`config.mk`:
```
export PLATFORM = sky130hd
export DESIGN_NAME = instr_loader
export DESIGN_NICKNAME = d
export VERILOG_FILES = /design/src/rtl/instr_loader_pkg.sv /design/src/rtl/instr_loader.sv
export VERILOG_INCLUDE_DIRS = /design/src /design/src/rtl
export SDC_FILE = /design/constraint.sdc
export NUM_CORES = 1
export LEC_CHECK = 0
export ABC_CLOCK_PERIOD_IN_PS = 4900
export CAP_MARGIN = 5
export CORE_MARGIN = 10
export CORE_UTILIZATION = 47
export CTS_CLUSTER_DIAMETER = 120
export DETAILED_ROUTE_END_ITERATION = 6
export PLACE_DENSITY = 0.85
export SETUP_SLACK_MARGIN = 0.02
export SLEW_MARGIN = 20
export SYNTH_ARGS = -nofsm -noshare
export SYNTH_HDL_FRONTEND = slang
export SYNTH_SLANG_ARGS = --single-unit
```
`constraint.sdc`:
```
create_clock -name clk -period 4.9 [get_ports clk]
set_clock_uncertainty 0.15 [all_clocks]
set_input_delay 0.98 -clock clk [delete_from_list [all_inputs] [get_ports clk]]
set_output_delay 0.98 -clock clk [all_outputs]
set_load 0.01 [all_outputs]
```
`src/rtl/instr_loader_defines.sv`:
```
// Shared widths and host opcode encodings for the instruction loader and its parent.
`ifndef INSTR_LOADER_DEFINES_SV
`define INSTR_LOADER_DEFINES_SV

`define PC_WIDTH     8
`define INSTR_WIDTH  32

`define OP_START     2'b00
`define OP_SET_ADDR  2'b01
`define OP_WRITE     2'b10
`define OP_CLEAR     2'b11

`endif

```
`src/rtl/instr_loader_pkg.sv`:
```
// Types and helpers shared by the instruction loader.
`ifndef INSTR_LOADER_DEFINES_SV
`include "instr_loader_defines.sv"
`endif

package instr_loader_pkg;

    localparam int PC_W    = `PC_WIDTH;
    localparam int INSTR_W = `INSTR_WIDTH;

    typedef enum logic {
        ST_IDLE  = 1'b0,
        ST_CLEAR = 1'b1
    } state_t;

    // Pointer increment that wraps from the last valid address back to 0.
    function automatic logic [PC_W-1:0] ptr_next(input logic [PC_W-1:0] p,
                                                 input logic [PC_W-1:0] last);
        return (p == last) ? '0 : p + PC_W'(1);
    endfunction

endpackage

```
`src/rtl/instr_loader.sv`:
```
// Host-driven instruction loader: sets a write pointer, streams words into
// instruction memory, sweeps it to zero, and gates core execution.
`ifndef INSTR_LOADER_DEFINES_SV
`include "instr_loader_defines.sv"
`endif

module instr_loader
    import instr_loader_pkg::*;
#(
    parameter int DEPTH = 128
) (
    input  logic                    clk,
    input  logic                    rst_n,
    input  logic                    cmd_valid,
    output logic                    cmd_ready,
    input  logic [1:0]              cmd_op,
    input  logic [`INSTR_WIDTH-1:0] cmd_data,
    output logic                    mem_we,
    output logic [`PC_WIDTH-1:0]    mem_waddr,
    output logic [`INSTR_WIDTH-1:0] mem_wdata,
    output logic                    core_run,
    output logic                    busy,
    output logic                    done,
    output logic                    err
);

    localparam logic [PC_W:0]   DEPTH_X = (PC_W+1)'(DEPTH);
    localparam logic [PC_W-1:0] LAST    = PC_W'(DEPTH - 1);

    state_t          state;
    logic [PC_W-1:0] ptr;
    logic            mem_we_q;
    logic [PC_W-1:0] set_addr;
    logic            set_in_range;

    // Handshake: a command transfers on a rising edge where cmd_valid and
    // cmd_ready are both high; cmd_valid alone has no effect.
    assign cmd_ready    = (state == ST_IDLE) && rst_n;
    assign set_addr     = cmd_data[PC_W-1:0];
    assign set_in_range = ({1'b0, set_addr} < DEPTH_X);

    // Gating with rst_n drops a write still pending when reset arrives.
    assign mem_we = mem_we_q & rst_n;

    always_ff @(posedge clk) begin
        if (!rst_n) begin
            state     <= ST_IDLE;
            ptr       <= '0;
            mem_we_q  <= 1'b0;
            mem_waddr <= '0;
            mem_wdata <= '0;
            core_run  <= 1'b0;
            busy      <= 1'b0;
            done      <= 1'b0;
            err       <= 1'b0;
        end else begin
            mem_we_q <= 1'b0;
            done     <= 1'b0;
            case (state)
                ST_IDLE: begin
                    if (cmd_valid) begin
                        case (cmd_op)
                            `OP_START: begin
                                core_run <= 1'b1;
                            end
                            `OP_SET_ADDR: begin
                                core_run <= 1'b0;
                                if (set_in_range) begin
                                    ptr <= set_addr;
                                end else begin
                                    ptr <= '0;
                                    err <= 1'b1;
                                end
                            end
                            `OP_WRITE: begin
                                core_run  <= 1'b0;
                                mem_we_q  <= 1'b1;
                                mem_waddr <= ptr;
                                mem_wdata <= cmd_data;
                                ptr       <= ptr_next(ptr, LAST);
                            end
                            default: begin
                                // First sweep write goes out with acceptance.
                                core_run  <= 1'b0;
                                state     <= ST_CLEAR;
                                busy      <= 1'b1;
                                mem_we_q  <= 1'b1;
                                mem_waddr <= '0;
                                mem_wdata <= '0;
                                ptr       <= ptr_next('0, LAST);
                            end
                        endcase
                    end
                end
                ST_CLEAR: begin
                    // ptr wrapping back to 0 marks the sweep as complete.
                    if (ptr == '0) begin
                        state <= ST_IDLE;
                        busy  <= 1'b0;
                        done  <= 1'b1;
                    end else begin
                        mem_we_q  <= 1'b1;
                        mem_waddr <= ptr;
                        mem_wdata <= '0;
                        ptr       <= ptr_next(ptr, LAST);
                    end
                end
                default: begin
                    state <= ST_IDLE;
                end
            endcase
        end
    end

endmodule

```
# == Word-level counts from Yosys, hierarchy flattened ==
# Index checks and enable logic that the tools add are counted.
# word_totals
register_bits,54
inputBits,37
# op_classes
magnitude_cmp,1
bitwise_logic,3
add_sub_neg,1
reduce_logical,11
muxes,27
eq_ne,9
# ops
cell,count
32-bit case mux with 2 select lines,2
32-bit 2-to-1 mux,2
8-bit 2-to-1 mux,6
8-bit case mux with 2 select lines,3
8-bit case mux with 3 select lines,1
1-bit 2-to-1 mux,10
"2-bit inequality test, second input constant",5
3-bit AND reduction,3
"8-bit by 1-bit adder with 8-bit output, second input constant",1
"8-bit by 7-bit equality test with 1-bit output, second input constant",1
8-bit zero test,1
"8-bit < comparator, second input constant",1
1-bit case mux with 2 select lines,3
2-bit AND reduction,2
4-bit AND reduction,1
3-bit OR reduction,1
"2-bit by 1-bit equality test with 1-bit output, second input constant",1
"2-bit equality test, second input constant",1
2-bit zero test,1
"2-bit by 1-bit inequality test with 1-bit output, second input constant",1
1-bit inverter,2
2-bit OR reduction,1
1-bit bitwise AND,1
1-bit logical AND,1

# == Depth between registers and ports, before layout ==
# Gate-level depths: netlist (run 1).
# depth
ltp_word,5
ltp_mapped,7
ltp_nobuf,6

# == Worst setup path after synthesis (run 1) ==
# No wires, ideal clock.
# synth_timing
path_type,input port to flip-flop
start,input port cmd_op[0]
end,register mem_wdata[0]
n_path_buf,1
required_time_ns,4.690
path_stages,7
setup_ns,0.060
slack_ns,2.150
arrival_time_ns,2.540
path_cell_list,inv_1 -> ha_1 -> nor4b_2 -> nand2_1 -> nor3_1 -> clkbuf_1 -> a22o_1
# synth_between
elab_chain_cells,5
# synth_lines
item,line_no,source
"start, declared",instr_loader.sv:16,"input logic [1:0] cmd_op,"
2-bit by 1-bit equality test with 1-bit output / 2-bit zero test (equally long branches),instr_loader.sv:62,case (cmd_op)
2-bit OR reduction (no source line),-,
32-bit case mux with 2 select lines,instr_loader.sv:62,
32-bit 2-to-1 mux,instr_loader.sv:61,if (cmd_valid) begin
32-bit case mux with 2 select lines,instr_loader.sv:59,case (state)
"end signal, assigned",instr_loader.sv:79,mem_wdata <= cmd_data;
"end, declared",instr_loader.sv:20,"output logic [`INSTR_WIDTH-1:0] mem_wdata,"
# Parallel ways exist; a longest one is shown, timed or not. The select of a mux whose other input is x is not followed.
# A chain may end at the register's enable or synchronous reset.

# == Worst setup path in the final report (run 1) ==
# layout_timing
start,input port rst_n
end,output port cmd_ready
# layout_between
elab_chain_cells,1
# layout_lines
item,line_no,source
"start, declared",instr_loader.sv:13,"input logic rst_n,"
1-bit logical AND,instr_loader.sv:38,assign cmd_ready = (state == ST_IDLE) && rst_n;
"end, declared",instr_loader.sv:15,"output logic cmd_ready,"
# Every way passes these cells.

==> qor.yml, run 1 <==
grt_max_degree: 41
power_density_nw_per_um2: 287
synth_edf_count: 0
worstRegToRegCells: 7
cp-start-kind: "primary input"
fp.dieH_um: 87.6
path_max_fanout: 13
grt_pass1_vias: 1910
initial_utilization_pct: 49.1
ios: 83
hp-class: "reg2reg"
synth_top_cell_by_area: "dfxtp_1"
p_leak_nw: 1.15
clock_path_buffers: 2
drv_slew: 0
rr_endpoint: "mem_wdata[28]"
setup_violations: 0
grt_pass1_wl_mm: 10.1
clkSlewWorstSetupHoldPaths_ns: 0.09
cp-endpoint: "cmd_ready"
wirelength_mm: 6.30
ctsHoldBuffers: 0
rows: 24
finalHoldViolCount: 0
diodes: 0
synth_nets: 245
avgSynthCellArea_um2: 10.6
cp.required_ns: 3.77
overflow: 0
die_width_um: 87.6
nNetsFinal: 318
peakVddDrop_v: 0.000184
r2r_start: "ptr[0]"
fin_crit_ns: 3.88
drt_iter0_markers: 172
arrival_ns: 2.75
crit_start: "rst_n"
syn2layout_area_growth_pct: 42.2
cap_violations: 0
synth-seq-area-share_pct: 50.3
routed_via_density: 5.77
groute.usage.overall_pct: 16.5
max_freq_mhz: 258
status: "finished, final reports clean"
io_buffers: 82
syn-cell-area_um2: 2150
period_share_pct: 79.2
cts_buffers: 5
fin_area_um2: 3060
synth-async-reset-ratio_pct: 0
clkLatencyLatePin_ns: 0.30
syn_inst: 202
cts_tree: "done"
placed_area_um2: 2950
synth.distinct_cells: 44
coreArea_um2: 4380
synth_top_area_share_pct: 50.3
critPathKind: "in2out"
die_area_um2: 7680
worst-r2r-setup-slack_ns: 2.17
antenna_left: 0
synth_seq_cells: 54
synthTopCellsByArea: "dfxtp_1 (50%), a22o_1 (16%), ha_1 (3.5%)"
endpoint_kind: "primary output"
drc: 0
place_congestion: 0.912
antenna_found_initial: 0
synth_most_common_cell: "dfxtp_1"
clock-root-buffer: "clkbuf_8"
post-cts-setup-buffers: 0
wire_per_inst_um: 19.2
htree_levels: 2
tns_ns: 0
yosys_warnings: 0
synth_flop_cell: "dfxtp_1"
worst_pin_slew_ns: 0.971
vias: 1891
slew-limit-headroom_pct: 34.4
dr.pass1.iters: 4
drive_gt1_share_pct: 5.43
cts.sinks: 54
synth_common_cells: "dfxtp_1 (54), a22o_1 (39), a21oi_1 (11), nor2_1 (10), clkbuf_1 (9)"
dpl.hpwl_mm: 4.68
cts_resized: 0
rsz0062_at_grt: "false"
## state kept, by name (all words and copies together) (netlist names)
register,cells
busy,1
core_run,1
done,1
err,1
mem_waddr,8
mem_wdata,32
mem_we_q,1
ptr,8
state,1
## layout by cell type (no fill, tap or decap), types with 3 or more instances in the layout
| master | netlist | layout |
|---|---|---|
| a22o_1 | 39 | 39 |
| a21oi_1 | 11 | 11 |
| nor2_1 | 10 | 10 |
| a32o_1 | 3 | 3 |
| nand2_1 | 7 | 7 |
| a22oi_1 | 3 | 3 |
| ha_1 | 6 | 6 |
| nand3_1 | 4 | 4 |
| clkdlybuf4s50_1 | 0 | 82 |
| inv_1 | 6 | 6 |
| dfxtp_1 | 54 | 54 |
| o31ai_1 | 4 | 4 |
| a211oi_1 | 3 | 3 |
| clkbuf_8 | 0 | 5 |
## power breakdown
| part | internal [mW] | switching (mW) |
|---|---|---|
| Sequential | 0.451 | 0.0132 |
| Combinational | 0.0645 | 0.0556 |
| Clock | 0.151 | 0.144 |
| Total | 0.666 | 0.212 |
## layer usage
layer,track usage [%],share of wire [%],vias to the layer above
li1,-,-,911
met1,19.4,41,902
met2,28.4,51,71
met3,4.09,6.1,7
met4,5.36,1.7,0
met5,0,0,-
## critical path, cell delays in order
cell,delay (ns)
clkdlybuf4s50_1,0.71
inv_1,0.33
nor2_1,0.17
clkdlybuf4s50_1,0.55
## layout make-up
class	count	area, µm²
clock buffer	5	68.8
clock inverter	3	40.0
fill	356	1330
inverter	6	22.5
multi-input combinational	124	945
sequential	54	1080
tap	52	65.1
timing repair buffer	84	836
## stage by stage
step | util, % | hold WS (ns) | instances | setup WS (ns) | power, mW
floorplan | - | 0.331 | 202 | 2.15 | 0.536
global placement | 67.3 | 0.293 | 320 | 1.05 | 0.589
detailed placement | 67.3 | 0.302 | 320 | 1.05 | 0.592
CTS | 69.7 | 0.319 | 328 | 1.02 | 0.883
global route | 69.7 | 0.344 | 328 | 0.914 | 0.914
finish | 69.7 | 0.320 | 328 | 1.02 | 0.878
## how the worst min path moves through the flow
stage	from	to	slack [ns]	cells past startpoint
after floorplan	busy	busy	0.33	2
after global placement	busy	busy	0.29	2
after detailed placement	busy	busy	0.30	2
after CTS	busy	busy	0.32	2
after global routing	busy	busy	0.34	2
final	busy	busy	0.32	2
## logic make-up (layout without fill, tap and decap cells)
logic type	count (synthesis)	after routing	synth area share [%]
buffers and inverters	24	98	6.05
flip-flops	54	54	50.3
AO/OA/AOI/OAI	76	76	28.1
multiplexers	2	2	0.989
adder cells (fa/ha/maj)	6	6	3.49
XOR/XNOR	1	1	0.407
AND/OR/NAND/NOR	39	39	10.7
Note: power is estimated with default switching activity, not from simulation.
==> run 2: changes to the inputs <==
- ABC_CLOCK_PERIOD_IN_PS: 4900 -> 3600
- CORE_UTILIZATION: 47 -> 43
- PLACE_DENSITY: 0.85 -> 0.79
- clock period: 4.9 -> 3.6 ns (I/O delays scaled with it)
==> run 2 against run 1 <==
Clock-buffer cell count grew 2. Routed wire length shrank 3.4%. Clock power is 27% higher. Global-route usage is 2.3 points lower. Via count up 0.79%. Worst hold slack improved by 0.0016 ns. Power rose by 33%. Highest routed layer unchanged. Critical endpoint unchanged. Sequential power rose by 36%.
==> qor.yml, run 2 (same netlist as run 1, synthesis figures left out) <==
layout_common_cells: "clkdlybuf4s50_1 (82), dfxtp_1 (54), a22o_1 (39), a21oi_1 (11), nor2_1 (10)"
r2r_start: "ptr[0]"
slew-limit-headroom_pct: 67.3
clock-root-buffer: "clkbuf_8"
endpoint_kind: "primary output"
cp.required_ns: 2.73
fin_crit_ns: 3.08
drt_iter0_markers: 105
hold_depth: 1
largest_reg_flops: 32
post-cts-setup-buffers: 0
cts_resized: 0
finalHoldViolCount: 0
cts_buffers: 5
wire_per_inst_um: 17.5
hp-class: "reg2reg"
path_max_fanout: 13
antenna_left: 0
initial_utilization_pct: 44.9
min-delay-start: "mem_wdata[17]"
drc: 0
diodes: 0
nNetsFinal: 322
peakVddDrop_v: 0.000229
grt_use_met3_pct: 4.16
grt.met2_usage_pct: 23.6
worst-r2r-setup-slack_ns: 0.94
rows: 25
dpl.hpwl_mm: 4.56
cp-start-kind: "primary input"
drive_gt1_share_pct: 6.79
max_freq_mhz: 325
grt_pass1_wl_mm: 9.64
io_buffers: 82
critPathKind: "in2out"
ctsHoldBuffers: 0
grt_max_degree: 41
wirelength_mm: 6.08
clkLatencyLatePin_ns: 0.30
cts.sinks: 54
worstRegToRegCells: 7
antenna_found_initial: 0
cap_violations: 0
top_regs: "mem_wdata (32), mem_waddr (8), ptr (8)"
routed_via_density: 5.49
worst_pin_slew_ns: 0.489
hold_path_end: "mem_wdata[17]"
syn2layout_area_growth_pct: 44.3
overflow: 0
p_leak_nw: 1.17
clock_path_buffers: 2
dr.pass1.iters: 4
rr_endpoint: "mem_waddr[7]"
groute.usage.overall_pct: 14.1
period_share_pct: 85.4
power_density_nw_per_um2: 376
p_total_mw: 1.17
setup_violations: 0
globalRouteMet1Util_pct: 16.9
drv_slew: 0
die_width_um: 90.7
die_area_um2: 8230
grt_pass1_vias: 1840
rsz0062_at_grt: "false"
ios: 83
status: "finished, final reports clean"
final_common_cell: "clkdlybuf4s50_1"
cts_tree: "done"
htree_levels: 2
grt.busiest_layer: "met2"
fp.dieH_um: 90.7
place_congestion: 0.900
coreArea_um2: 4790
tns_ns: 0
regMostFlops: "mem_wdata"
clkSlewWorstSetupHoldPaths_ns: 0.09
arrival_ns: 2.21
vias: 1906
run 2: cell count changes in the layout (fill, tap and decap cells not counted):
| cell | previous run | this run |
|---|---|---|
| buf_4 | 2 | 6 |
| bufinv_16 | 1 | 0 |
| clkbuf_8 | 5 | 7 |
| clkinv_2 | 2 | 0 |
| clkinv_4 | 0 | 1 |
run 2: worst max path at each step:
stage          startpoint             to  slack (ns)  cells after the start
5_1_grt             rst_n      cmd_ready        0.43                      4
6_report            rst_n      cmd_ready        0.52                      4
2_1_floorplan   cmd_op[0]   mem_wdata[0]        1.11                      7
4_1_cts             rst_n      cmd_ready        0.52                      4
3_3_place_gp        rst_n      cmd_ready        0.55                      4
3_5_place_dp    cmd_op[0]  mem_wdata[20]        0.47                      8
run 2: layout make-up:
cell class	instances	area (µm²)
Inverter	6	22.5
Fill cell	433	1680
Clock inverter	1	8.76
Clock buffer	7	96.3
Sequential cell	54	1080
Tap cell	67	83.8
Multi-Input combinational cell	124	945
Timing Repair Buffer	88	866
run 2: through the flow:
stage	hold slack [ns]	setup WS [ns]	util [%]	instances	area, µm²
after global placement	0.296	0.549	62.6	339	3000
final	0.321	0.524	64.8	347	3100
after global routing	0.351	0.431	64.8	347	3100
after CTS	0.325	0.516	64.8	347	3100
after detailed placement	0.302	0.475	62.6	339	3000
after floorplan	0.331	1.11	-	202	2150
run 2: metal layers:
layer | vias up | wire, µm
li1 | 922 | -
met2 | 58 | 3050
met3 | 7 | 315
met4 | 0 | 93
met5 | - | 0
met1 | 919 | 2620
run 2: report_power, final:
part	leakage [nW]	internal (mW)	switching, mW
Sequential	0.437	0.614	0.0182
Clock	0.0544	0.177	0.196
Combinational	0.679	0.0901	0.0733
Total	1.17	0.880	0.288
run 2: critical path: stages:
cell	delay, ns
clkdlybuf4s50_1	0.73
inv_1	0.11
nor2_1	0.10
clkdlybuf4s50_1	0.55
==> run 3: changes to the inputs <==
- HOLD_SLACK_MARGIN: not set -> 0.12
==> results of run 3 <==
Same layout as run 2: the final DEF is identical, and so are final timing and power.
==> RTL change, RTL diff (flow settings as in run 2) <==
Set the macro `PC_WIDTH` to 12 (it was 8).
--- a/src/rtl/instr_loader_defines.sv
+++ b/src/rtl/instr_loader_defines.sv
@@ -2,7 +2,7 @@
 `ifndef INSTR_LOADER_DEFINES_SV
 `define INSTR_LOADER_DEFINES_SV
 
-`define PC_WIDTH     8
+`define PC_WIDTH     12
 `define INSTR_WIDTH  32
 
 `define OP_START     2'b00
Ports: changed (resized mem_waddr); port bits go from 83 to 87. The function was not compared with the original's and may differ.
==> RTL change against run 2 <==
Final area is 17% higher; routed wire length is 19% higher; core utilization is 0.21 points higher; setup slack better by 0.22 ns; sequential cell count is 8 higher; total power is 27% higher; area after synthesis is 17% higher; via count is 23% higher; sequential share of layout area is 0.61 points lower.
==> RTL change: results (changes against run 2) <==
Status
  • Status: finished clean

Route
  • Drt total wl: 7260 um (+19%)
  • Vias per std cell: 5.71 (+3.9%)
  • Pre-antenna DRT Iters: 5 (+1)
  • Initial DRC count: 199 (+90%)

Synthesis
  • Compound-Gate Fraction of Synth Area: 27.3% (-0.84 points)
  • Xor/xnor share of the synthesized area: 0% (-0.41 points)
  • Top post-synthesis cells by count: dfxtp_1, a22o_1, nand2_1, a21oi_1, nor2_1
  • Synth cell types: 46 (+4.5%)
  • Post-synthesis mux area share: 0.399% (-0.59 points)
  • Post-synthesis net count: 288 (+18%)
  • Post-synth top flop: dfxtp_1
  • Fraction of the mapped netlist area in adder cells: 2.99% (-0.50 points)
  • Post-synthesis sequential area ratio: 49.4% (-0.83 points)
  • Top post-synthesis cells by area: dfxtp_1, a22o_1, ha_1

Critical path
  • CP arrival: 1.98 ns (-0.23 ns)
  • Reg2reg start: ptr[8]
  • Crit path max fanout: 3 (-10)
  • Slowest stage delay, CP: 0.56 ns (-0.17 ns)

GRT
  • Largest net degree at the start of global routing: 45 (+9.8%)
  • Vias in the first global route: 2243 (+22%)
  • All-Layer GR Usage: 15.5% (+1.3 points)
  • First-pass GRT wire length: 11300 um (+17%)

Clock tree
  • CTS Buf Count: 9 (+4)
  • Clk_lat worst skew: 0.34 ns (+0.04 ns)
  • H-tree level count: 3 (+1)
  • Clock transition at the registers of the reported paths: 0.07 ns (-0.02 ns)

Power
  • Leakage Power: 1.33 nW (+14%)
  • Worst VDD drop: 0.229 mV (-0.36%)
  • Switching power total: 0.377 mW (+31%)

Placement
  • IO Port Bufs: 86 (+4.9%)
  • Post-DP HPWL: 5150 um (+13%)
  • Dpl cell area: 3430 um2 (+14%)

Timing
  • Worst-Margin Slew: 1.13 ns (+0.646 ns)

Cells and area
  • Share of cells above drive strength 1: 8.58% (+1.8 points)
  • Fillers: 467 (+7.9%)
  • Final nets: 376 (+17%)
  • Biggest registers after layout: mem_wdata (32), mem_waddr (12), ptr (12)
## RTL change: kinds of logic (layout without fill, tap and decap cells)
logic type | after synthesis | count (layout)
mux | 1 | 1
compound gates | 84 | 84
flops | 62 | 62
fa+ha+maj | 6 | 6
buf+inv | 23 | 116
simple gates | 69 | 69
## RTL change: worst register-to-register path: stages (launching register included)
cell and delay [ns]:
dfxtp_1 0.36, or4_4 0.60, nor4_1 0.97, o22ai_1 0.20, a32o_1 0.31
## RTL change: cell type report
cell class | count | area [um2] | share of cell area, %
Multi-Input combinational cell | 160 | 1150 | 31.8
Clock buffer | 9 | 124 | 3.42
Inverter | 6 | 22.5 | 0.621
Sequential cell | 62 | 1240 | 34.2
Timing Repair Buffer | 94 | 921 | 25.4
Tap cell | 72 | 90.1 | 2.48
Clock inverter | 7 | 73.8 | 2.04
## RTL change: through the flow
step	hold slack, ns	total power, mW	util, %	setup slack, ns	cells
2_1_floorplan	0.328	0.803	-	0.950	245
3_3_place_gp	0.303	0.884	61.5	0.719	394
3_5_place_dp	0.303	0.886	61.5	0.660	394
4_1_cts	0.322	1.50	65.1	0.730	410
5_1_grt	0.346	1.54	65.1	0.660	410
6_report	0.318	1.48	65.1	0.748	410
## RTL change: routing by layer
layer	GRT usage [%]	part of all wire, %	vias to the layer above
li1	-	-	1123
met1	20.0	44	1096
met2	22.3	44	107
met3	5.47	10	15
met4	7.63	2.2	0
met5	0	0	-
## RTL change: worst paths after layout
check / to / cells after the start / slack, ns
worst max-delay path: cmd_ready / 4 / 0.75
worst min-delay path: busy / 2 / 0.32
worst max register to register: ptr[7] / 4 / 0.92
worst min register to register: busy / 2 / 0.32
## RTL change: power groups by stage
stage	registers [mW]	logic [mW]	clock network [mW]
global route	0.711	0.176	0.656
detailed placement	0.725	0.161	0
CTS	0.709	0.163	0.628
floorplan	0.727	0.0764	0
global placement	0.725	0.159	0
finish	0.710	0.162	0.611
